[src/rtl/iexu_sched_pkg.sv]
// Shared types for the integer execution unit writeback scheduler.
package iexu_sched_pkg;

    typedef enum logic [1:0] {
        WB_ALU = 2'd0,
        WB_BMU = 2'd1,
        WB_MUL = 2'd2,
        WB_DIV = 2'd3
    } wb_src_t;

    typedef struct packed {
        logic valid;
        logic is_mul;
    } resv_slot_t;

    localparam int MUL_LATENCY_DEFAULT = 9;

endpackage

[src/rtl/writeback_reservation_table.sv]
// Shifting table of future writeback slots; slot[k] writes back k cycles from now.
module writeback_reservation_table
    import iexu_sched_pkg::*;
#(
    parameter int MUL_LATENCY = MUL_LATENCY_DEFAULT
) (
    input  logic clk_i,
    input  logic rst_i,
    input  logic en_i,
    input  logic bmu_wr_i,
    input  logic mul_wr_i,
    output logic slot0_valid_o,
    output logic slot0_is_mul_o,
    output logic slot1_valid_o,
    output logic any_valid_o
);

    // Writes land already shifted, so slot[MUL_LATENCY] never needs its own register.
    resv_slot_t [MUL_LATENCY-1:0] slot_q, slot_d;

    always_comb begin
        slot_d = slot_q;
        if (en_i) begin
            for (int k = 0; k < MUL_LATENCY - 1; k++) slot_d[k] = slot_q[k+1];
            slot_d[MUL_LATENCY-1] = '0;
            if (bmu_wr_i) slot_d[0] = '{valid: 1'b1, is_mul: 1'b0};
            if (mul_wr_i) slot_d[MUL_LATENCY-1] = '{valid: 1'b1, is_mul: 1'b1};
        end
    end

    always_ff @(posedge clk_i or posedge rst_i) begin
        if (rst_i) slot_q <= '0;
        else       slot_q <= slot_d;
    end

    always_comb begin
        any_valid_o = 1'b0;
        for (int k = 0; k < MUL_LATENCY; k++) any_valid_o = any_valid_o | slot_q[k].valid;
    end

    assign slot0_valid_o  = slot_q[0].valid;
    assign slot0_is_mul_o = slot_q[0].is_mul;
    assign slot1_valid_o  = slot_q[1].valid;

endmodule

[src/rtl/iexu_writeback_scheduler.sv]
// Issue gating and shared-writeback arbitration for ALU/BMU/MUL/DIV.
module iexu_writeback_scheduler
    import iexu_sched_pkg::*;
#(
    parameter int XLEN        = 32,
    parameter int MUL_LATENCY = MUL_LATENCY_DEFAULT
) (
    input  logic            clk_i,
    input  logic            rst_i,
    input  logic            clk_en_i,
    input  logic            issue_valid_i,
    input  logic [3:0]      issue_unit_i,
    output logic            issue_ready_o,
    output logic [3:0]      data_valid_o,
    input  logic            div_idle_i,
    input  logic            div_valid_i,
    input  logic [XLEN-1:0] div_result_i,
    output logic [3:0]      wb_sel_o,
    output logic            wb_div_buffered_o,
    output logic [XLEN-1:0] div_result_o,
    output logic            busy_o
);

    logic            slot0_valid, slot0_is_mul, slot1_valid, resv_any;
    logic            div_buf_q, div_buf_d;
    logic [XLEN-1:0] div_data_q, div_data_d;
    logic            div_pend_q, div_pend_d;
    logic            active, unit_onehot, accept;
    logic [3:0]      unit_rdy;

    // Combinational outputs must also read 0 while reset is held.
    assign active      = clk_en_i & ~rst_i;
    assign unit_onehot = (issue_unit_i != 4'b0) && ((issue_unit_i & (issue_unit_i - 4'd1)) == 4'b0);

    always_comb begin
        unit_rdy         = '0;
        unit_rdy[WB_ALU] = ~slot0_valid & ~div_buf_q & ~div_valid_i;
        unit_rdy[WB_BMU] = ~slot1_valid;
        unit_rdy[WB_MUL] = 1'b1;
        unit_rdy[WB_DIV] = div_idle_i & ~div_buf_q & ~div_valid_i;
    end

    assign issue_ready_o = active & unit_onehot & (|(issue_unit_i & unit_rdy));
    assign accept        = issue_valid_i & issue_ready_o;
    assign data_valid_o  = issue_unit_i & {4{accept}};

    writeback_reservation_table #(
        .MUL_LATENCY (MUL_LATENCY)
    ) u_resv (
        .clk_i          (clk_i),
        .rst_i          (rst_i),
        .en_i           (clk_en_i),
        .bmu_wr_i       (accept & issue_unit_i[WB_BMU]),
        .mul_wr_i       (accept & issue_unit_i[WB_MUL]),
        .slot0_valid_o  (slot0_valid),
        .slot0_is_mul_o (slot0_is_mul),
        .slot1_valid_o  (slot1_valid),
        .any_valid_o    (resv_any)
    );

    // Slot 0 priority: reservation > buffered DIV > direct DIV > ALU.
    always_comb begin
        wb_sel_o          = '0;
        wb_div_buffered_o = 1'b0;
        if (active) begin
            if (slot0_valid) begin
                if (slot0_is_mul) wb_sel_o[WB_MUL] = 1'b1;
                else              wb_sel_o[WB_BMU] = 1'b1;
            end else if (div_buf_q) begin
                wb_sel_o[WB_DIV]  = 1'b1;
                wb_div_buffered_o = 1'b1;
            end else if (div_valid_i) begin
                wb_sel_o[WB_DIV] = 1'b1;
            end else if (accept & issue_unit_i[WB_ALU]) begin
                wb_sel_o[WB_ALU] = 1'b1;
            end
        end
    end

    always_comb begin
        div_buf_d  = div_buf_q;
        div_data_d = div_data_q;
        div_pend_d = div_pend_q;
        if (clk_en_i) begin
            if (div_valid_i & (slot0_valid | div_buf_q)) begin
                div_buf_d  = 1'b1;
                div_data_d = div_result_i;
            end else if (div_buf_q & ~slot0_valid) begin
                div_buf_d = 1'b0;
            end
            if (accept & issue_unit_i[WB_DIV]) div_pend_d = 1'b1;
            else if (div_valid_i)              div_pend_d = 1'b0;
        end
    end

    always_ff @(posedge clk_i or posedge rst_i) begin
        if (rst_i) begin
            div_buf_q  <= 1'b0;
            div_data_q <= '0;
            div_pend_q <= 1'b0;
        end else begin
            div_buf_q  <= div_buf_d;
            div_data_q <= div_data_d;
            div_pend_q <= div_pend_d;
        end
    end

    assign div_result_o = div_data_q;
    assign busy_o       = ~rst_i & (resv_any | div_buf_q | div_pend_q);

endmodule
[config.mk]
export PLATFORM = sky130hd
export DESIGN_NAME = iexu_writeback_scheduler
export DESIGN_NICKNAME = d
export VERILOG_FILES = /design/src/rtl/iexu_sched_pkg.sv /design/src/rtl/writeback_reservation_table.sv /design/src/rtl/iexu_writeback_scheduler.sv
export SDC_FILE = /design/constraint.sdc
export NUM_CORES = 1
export LEC_CHECK = 0
export ABC_AREA = 1
export CORE_MARGIN = 8
export CORE_UTILIZATION = 43
export CTS_CLUSTER_SIZE = 10
export DETAILED_ROUTE_END_ITERATION = 10
export PLACE_DENSITY = 0.8
export RECOVER_POWER = 100
export SETUP_SLACK_MARGIN = 0.4
export SYNTH_ARGS = -nofsm -noshare
export SYNTH_HDL_FRONTEND = slang
export SYNTH_HIERARCHICAL = 1
export SYNTH_SLANG_ARGS = --single-unit
[constraint.sdc]
create_clock -name clk_i -period 3.8 [get_ports clk_i]
set_clock_uncertainty 0.2 [all_clocks]
set_input_delay 0.76 -clock clk_i [delete_from_list [all_inputs] [get_ports clk_i]]
set_output_delay 0.76 -clock clk_i [all_outputs]
set_load 0.05 [all_outputs]
==> metrics <==
Mapped Cells 236; R2R Setup Slk 1.47 ns; CTS sink cnt 44; initial core utilization between 40 and 50%; PwrDens between 500 and 600 mW/mm²; Leakage roughly 1.5 nW; CTS max path bufs 2; worst path arrival time 2.48 ns; DIE HEIGHT 85.5 µm; Ys Warns 6; Synth-to-Final Area Change 38.6%; Slowest cell on crit path dlygate4sd3_1; Crit Reg-Reg Startpoint u_resv/slot0_valid_o$_DFFE_PP0P_; cts repair resizes 0; via count 1701; class of the worst hold path reg -> reg; Post CTS Setup Buffer Count 0; total of max-cap violations 1; Worst Max-Slew Pin Slew 1.86 ns; nets around 360; mapped cell area about 0.0021 mm²; cts bufs inserted 5; share of layout cells above drive strength 1 6.50%; pin count of the biggest net entering global routing 35; Crit. End Element output port; drc violations 0; n_diodes 0; die area between 0.007 and 0.008 mm²; final WL 4.89 mm; Hold EP div_result_o[11]$_DFFE_PP0P_; violation count after the first detailed-routing iteration 60; GPL Wtd Cong between 0.8 and 0.9; CP peak stage delay ~0.6 ns; CP required 2.84 ns; RSZ-0062 raised after global routing false; TritonRoute pass-1 iters 4; run status finished, violations left; number of port buffers 84; sequential share of the synthesized area 53.0%; Max FO, Critical Path 5; Tcrit/Tclk final 90.5%; cts hold-fix bufs 0; Tot GR Track Use around 14%; post-synth top area share 53.0%; DP HPWL approximately 3.8 mm; via-per-instance ratio around 4.5; Worst Setup Path Type in -> out; Worst-path clk slew ~0.08 ns; first-pass GRT wire length 8.11 mm; headroom to the max-slew limit -24.3%; Reg2Reg Depth 3; Worst-Skew Late Latency just under 0.3 ns; r2r endpoint div_result_o[17]$_DFFE_PP0P_; Row Count 25; placed insts 369; DP Area between 0.002 and 0.003 mm²; final setup vio count 0; hold path depth 2; failing checks max-capacitance violations, max-slew violations; Max H-tree Level 2; fin area ~0.0029 mm²; start point of the worst hold path div_result_o[11]$_DFFE_PP0P_; critical-path cell list dlygate4sd3_1, clkinvlp_4, nand2_1, nor2_1, nand2_1, inv_1, nand4_1, inv_1, clkbuf_1; Root Buffer clkbuf_8; startpoint class of the critical path input port; top area cells in the synthesized netlist dfrtp_1 53%, nand2_1 11%, o21ai_2 9.7%, inv_1 9.0%, buf_6 4.3%; Core ar. 0.00469 mm²; initial antenna violation count 0; Peak VDD IR about 220 µV; drt wl/cell approximately 13 µm; final std cells w/o fill between 300 and 400; post-synthesis register bit count 44; Final Max Tran Viols 35; Die Span X between 80 and 90 µm; I/O Pins 85; GR Overflow Total 0; final hold violations 0; Avg Inst Size Synth around 9 µm²; setup TNS 0 ns; area leader, netlist dfrtp_1; Post-DRT Antenna Nets 0; Final Critical Period between 3 and 4 ns; CTS tree built; vias in the first global route between 1500 and 2000; fmax ~290 MHz; syn nets approximately 280; distinct cell type count of the synthesized netlist 17
[where the power goes]
group | internal (mW) | leakage, nW | switching (mW)
combinational | 0.213 | 0.884 | 0.493
clock | 0.195 | 0.0552 | 0.154
sequential | 0.574 | 0.549 | 0.0599
[layer usage]
| metal | track usage [%] | up-vias | wire length, µm |
|---|---|---|---|
| li1 | - | 883 | - |
| met1 | 16.9 | 747 | 2310 |
| met2 | 21.1 | 65 | 2060 |
| met3 | 6.95 | 6 | 472 |
| met4 | 3.34 | 0 | 44 |
| met5 | 0 | - | 0 |
[Yosys cell counts (all sizes together)]
cell,instances
nand2,60
inv,50
dfrtp,44
o21ai,40
nor2,20
buf,8
nor3,4
a21oi,3
nand3,2
a31oi,1
clkbuf,1
nand4,1
o21bai,1
o22ai,1
[cells by family (layout without fill, tap and decap cells)]
logic type	Yosys count	in the layout	share of synthesized area [%]
and+or+nand+nor	87	87	16.5
buffers and inverters	59	146	13.6
AOI/OAI and AO/OA	46	46	16.9
DFF	44	44	53.0
[critical path: cells and delay by family]
| family | cells | cell delay [ns] |
|---|---|---|
| buf+inv | 5 | 1.29 |
| simple gates | 4 | 0.42 |
[placed cells by master (no fill, tap or decap), types with 2 or more instances in the layout]
master	instances
nand2_1	60
inv_1	49
dfrtp_1	44
clkdlybuf4s50_1	39
o21ai_0	37
dlygate4sd3_1	35
nor2_1	20
clkbuf_1	10
clkbuf_8	5
nor3_1	4
o21ai_2	3
clkbuf_2	3
a21oi_2	3
nand3_1	2
buf_4	2
[how the worst max path moves through the flow]
stage                     start               to  slack [ns]  cells past startpoint
final                     rst_i  data_valid_o[3]        0.36                      9
after global routing      rst_i  data_valid_o[3]        0.22                      9
after CTS                 rst_i  data_valid_o[1]        0.60                      9
after detailed placement  rst_i  data_valid_o[1]        0.61                      9
after global placement    rst_i  data_valid_o[1]        0.65                      9
after floorplan           rst_i      wb_sel_o[1]        0.41                      3
[area by class of cell]
class                   instances  area [µm²]
well taps                      54        67.6
multi-input cells             133         604
inverters                      50         191
clock inverters                 2        35.0
repair buffers                 88         805
clock buffers                   6        72.6
fillers                       460        1820
flip-flops and latches         44        1100
[registers in the layout (all words and copies together) (netlist names)]
signal,flops
div_buf_q,1
div_result_o,32
u_resv/slot0_valid_o,1
u_resv/slot0_is_mul_o,1
u_resv/slot_q,7
u_resv/slot1_valid_o,1
div_pend_q,1
[through the flow]
step	power, mW	utilization (%)	setup WS (ns)	hold slack [ns]
after floorplan	1.16	-	0.415	0.252
after global placement	1.43	61.8	0.646	0.261
after detailed placement	1.44	61.8	0.613	0.269
after CTS	1.79	64.1	0.596	0.289
after global routing	1.78	61.3	0.219	0.302
final	1.69	61.3	0.362	0.284
Note: power is estimated with default switching activity, not from simulation.
==> RTL change (same flow settings) <==
Set the package constant `MUL_LATENCY_DEFAULT` to 10 (it was 9).
--- a/src/rtl/iexu_sched_pkg.sv
+++ b/src/rtl/iexu_sched_pkg.sv
@@ -13,7 +13,7 @@
         logic is_mul;
     } resv_slot_t;
 
-    localparam int MUL_LATENCY_DEFAULT = 9;
+    localparam int MUL_LATENCY_DEFAULT = 10;
 
 endpackage
 
Check against the original RTL: not equivalent (Yosys sat finds a counterexample within 10 cycles, from zero or initial values and one cycle with rst_i high).
==> RTL change against the unedited design <==
The run still ends with capacitance limit, slew limit left; core utilization rose by 1.7 points; critical endpoint is now data_valid_o[1]; first-iteration DRC count rose by 12%; fmax rose by 2.7%; setup slack improved by 0.090 ns; non-clock buffer count did not move; synthesized area rose by 1.9%; critical path type unchanged; total power rose by 19%; final area rose by 3.4%; routed wire length fell by 0.39%; sequential cell count rose by 1; largest cell class unchanged; register-to-register slack improved by 0.23 ns; final cell count rose by 5.3%; largest power group unchanged; count of clock-buffer cells in the layout fell by 1.
==> RTL change: results (changes against the unedited design) <==
metric;value;unit;change
path_max_fanout;5;;unchanged
avgRoutedWirePerCell;12.27;µm;-5.4%
detailroute.via_count;1790;;+5.2%
synth_fp_nets;285;;+2.5%
io_buffers;84;;unchanged
synth_cell_types;18;;+1
cp.arrival;2.39;ns;-0.09 ns
grt_util_met1;0.1684;;about the same
hold_path_end;u_resv/slot_q[17];;
grt_pass1_vias;1736;;+3.6%
groute.layer.met2.usage;0.2120;;+0.001176
insertion_delay;0.29;ns;about the same
grt_use_met3;0.04585;;-0.02365
dpl.cell_count;389;;+5.4%
cap_violations;1;;unchanged
r2r_setup_slack;1.70;ns;+0.23 ns
leakage;0.001541;µW;+3.6%
globalRouteTotalUtil;0.1353;;-0.002752
ir_drop;0.0002690;V;+25%
post_cts_buffers;0;;unchanged
crit_end;data_valid_o[1];;
netSwitchingFraction;0.4306;;+0.01217
relative_contribution_of_sequential_cells_to_total_power;0.342;;-0.033
pg_comb;907;µW;+28%
drtPass1Iterations;4;;unchanged
worst_slew_margin_relative_to_its_limit;-0.2032;;+0.04015
final_critical_path_required_period;3.348;ns;-0.08999 ns
synth_seq_area_share;0.5325;;+0.002104
via_per_inst;4.509;;about the same
run_status;complete, but fails checks;;
detailedRoute.firstIterationViolations;67;;+12%
grt_first_pass_wirelength;8.024;mm;-1.1%
post_synth_most_frequent_cells;63 x sky130_fd_sc_hd__nand2_1, 52 x sky130_fd_sc_hd__inv_1, 45 x sky130_fd_sc_hd__dfrtp_1, 23 x sky130_fd_sc_hd__o21ai_2, 20 x sky130_fd_sc_hd__nor2_1;;
max_freq;298.7;MHz;+2.7%
worst_path_max_delay_cell;sky130_fd_sc_hd__dlygate4sd3_1;;
final_nets;371;;+1.9%
maxSlewViolCount;35;;unchanged
netlist_instances;243;;+3.0%
detailedPlacementHpwl;3.796;mm;+0.15%
reg2reg_end;div_result_o[24];;
timing.hold.worst.start;u_resv/slot_q[19];;
worst-r2r-cell-count;4;;+1
globalplace.congestion;0.8526;;+5.3%
worstSetupStartpoint;rst_i;;
dpl_cell_area;0.002955;mm²;+1.9%
final_layout_size_suffix_gt1_frac;0.06667;;+0.001651
power;2012;µW;+19%
yosys-top-cells-area;sky130_fd_sc_hd__dfrtp_1 53%, sky130_fd_sc_hd__nand2_1 11%, sky130_fd_sc_hd__o21ai_2 9.5%;;
dpl_worst_slack;0.6367;ns;+0.02373 ns
violated_checks;capacitance limit, slew limit;;
==> RTL change: metrics by stage <==
stage / hold slack, ns / utilization
2_1_floorplan: 0.2488 / -
3_3_place_gp: 0.2561 / 0.6257
4_1_cts: 0.2879 / 0.6540
3_5_place_dp: 0.2686 / 0.6257
5_1_grt: 0.2923 / 0.6297
6_report: 0.2822 / 0.6297
==> RTL change: routing by layer <==
metal	vias to the layer above	share of wire	wire length, µm
li1	901	-	-
met1	814	0.47	2276
met2	69	0.43	2105
met3	6	0.088	429
met4	0	0.013	61
met5	-	0	0
==> RTL change: area by class of cell <==
type | count | area (µm²)
clock inverter | 3 | 65.06
multi-input combinational | 137 | 611.8
tap | 67 | 83.83
timing repair buffer | 88 | 819.5
sequential | 45 | 1126
fill | 427 | 1749
inverter | 52 | 198.9
clock buffer | 5 | 68.82
==> RTL change: cell families (layout without fill, tap and decap cells) <==
kind of cell	count (synthesis)	after routing	synth area share
buf+inv	61	148	0.1373
simple gates	90	90	0.1675
compound gates	47	47	0.1627
flops	45	45	0.5325
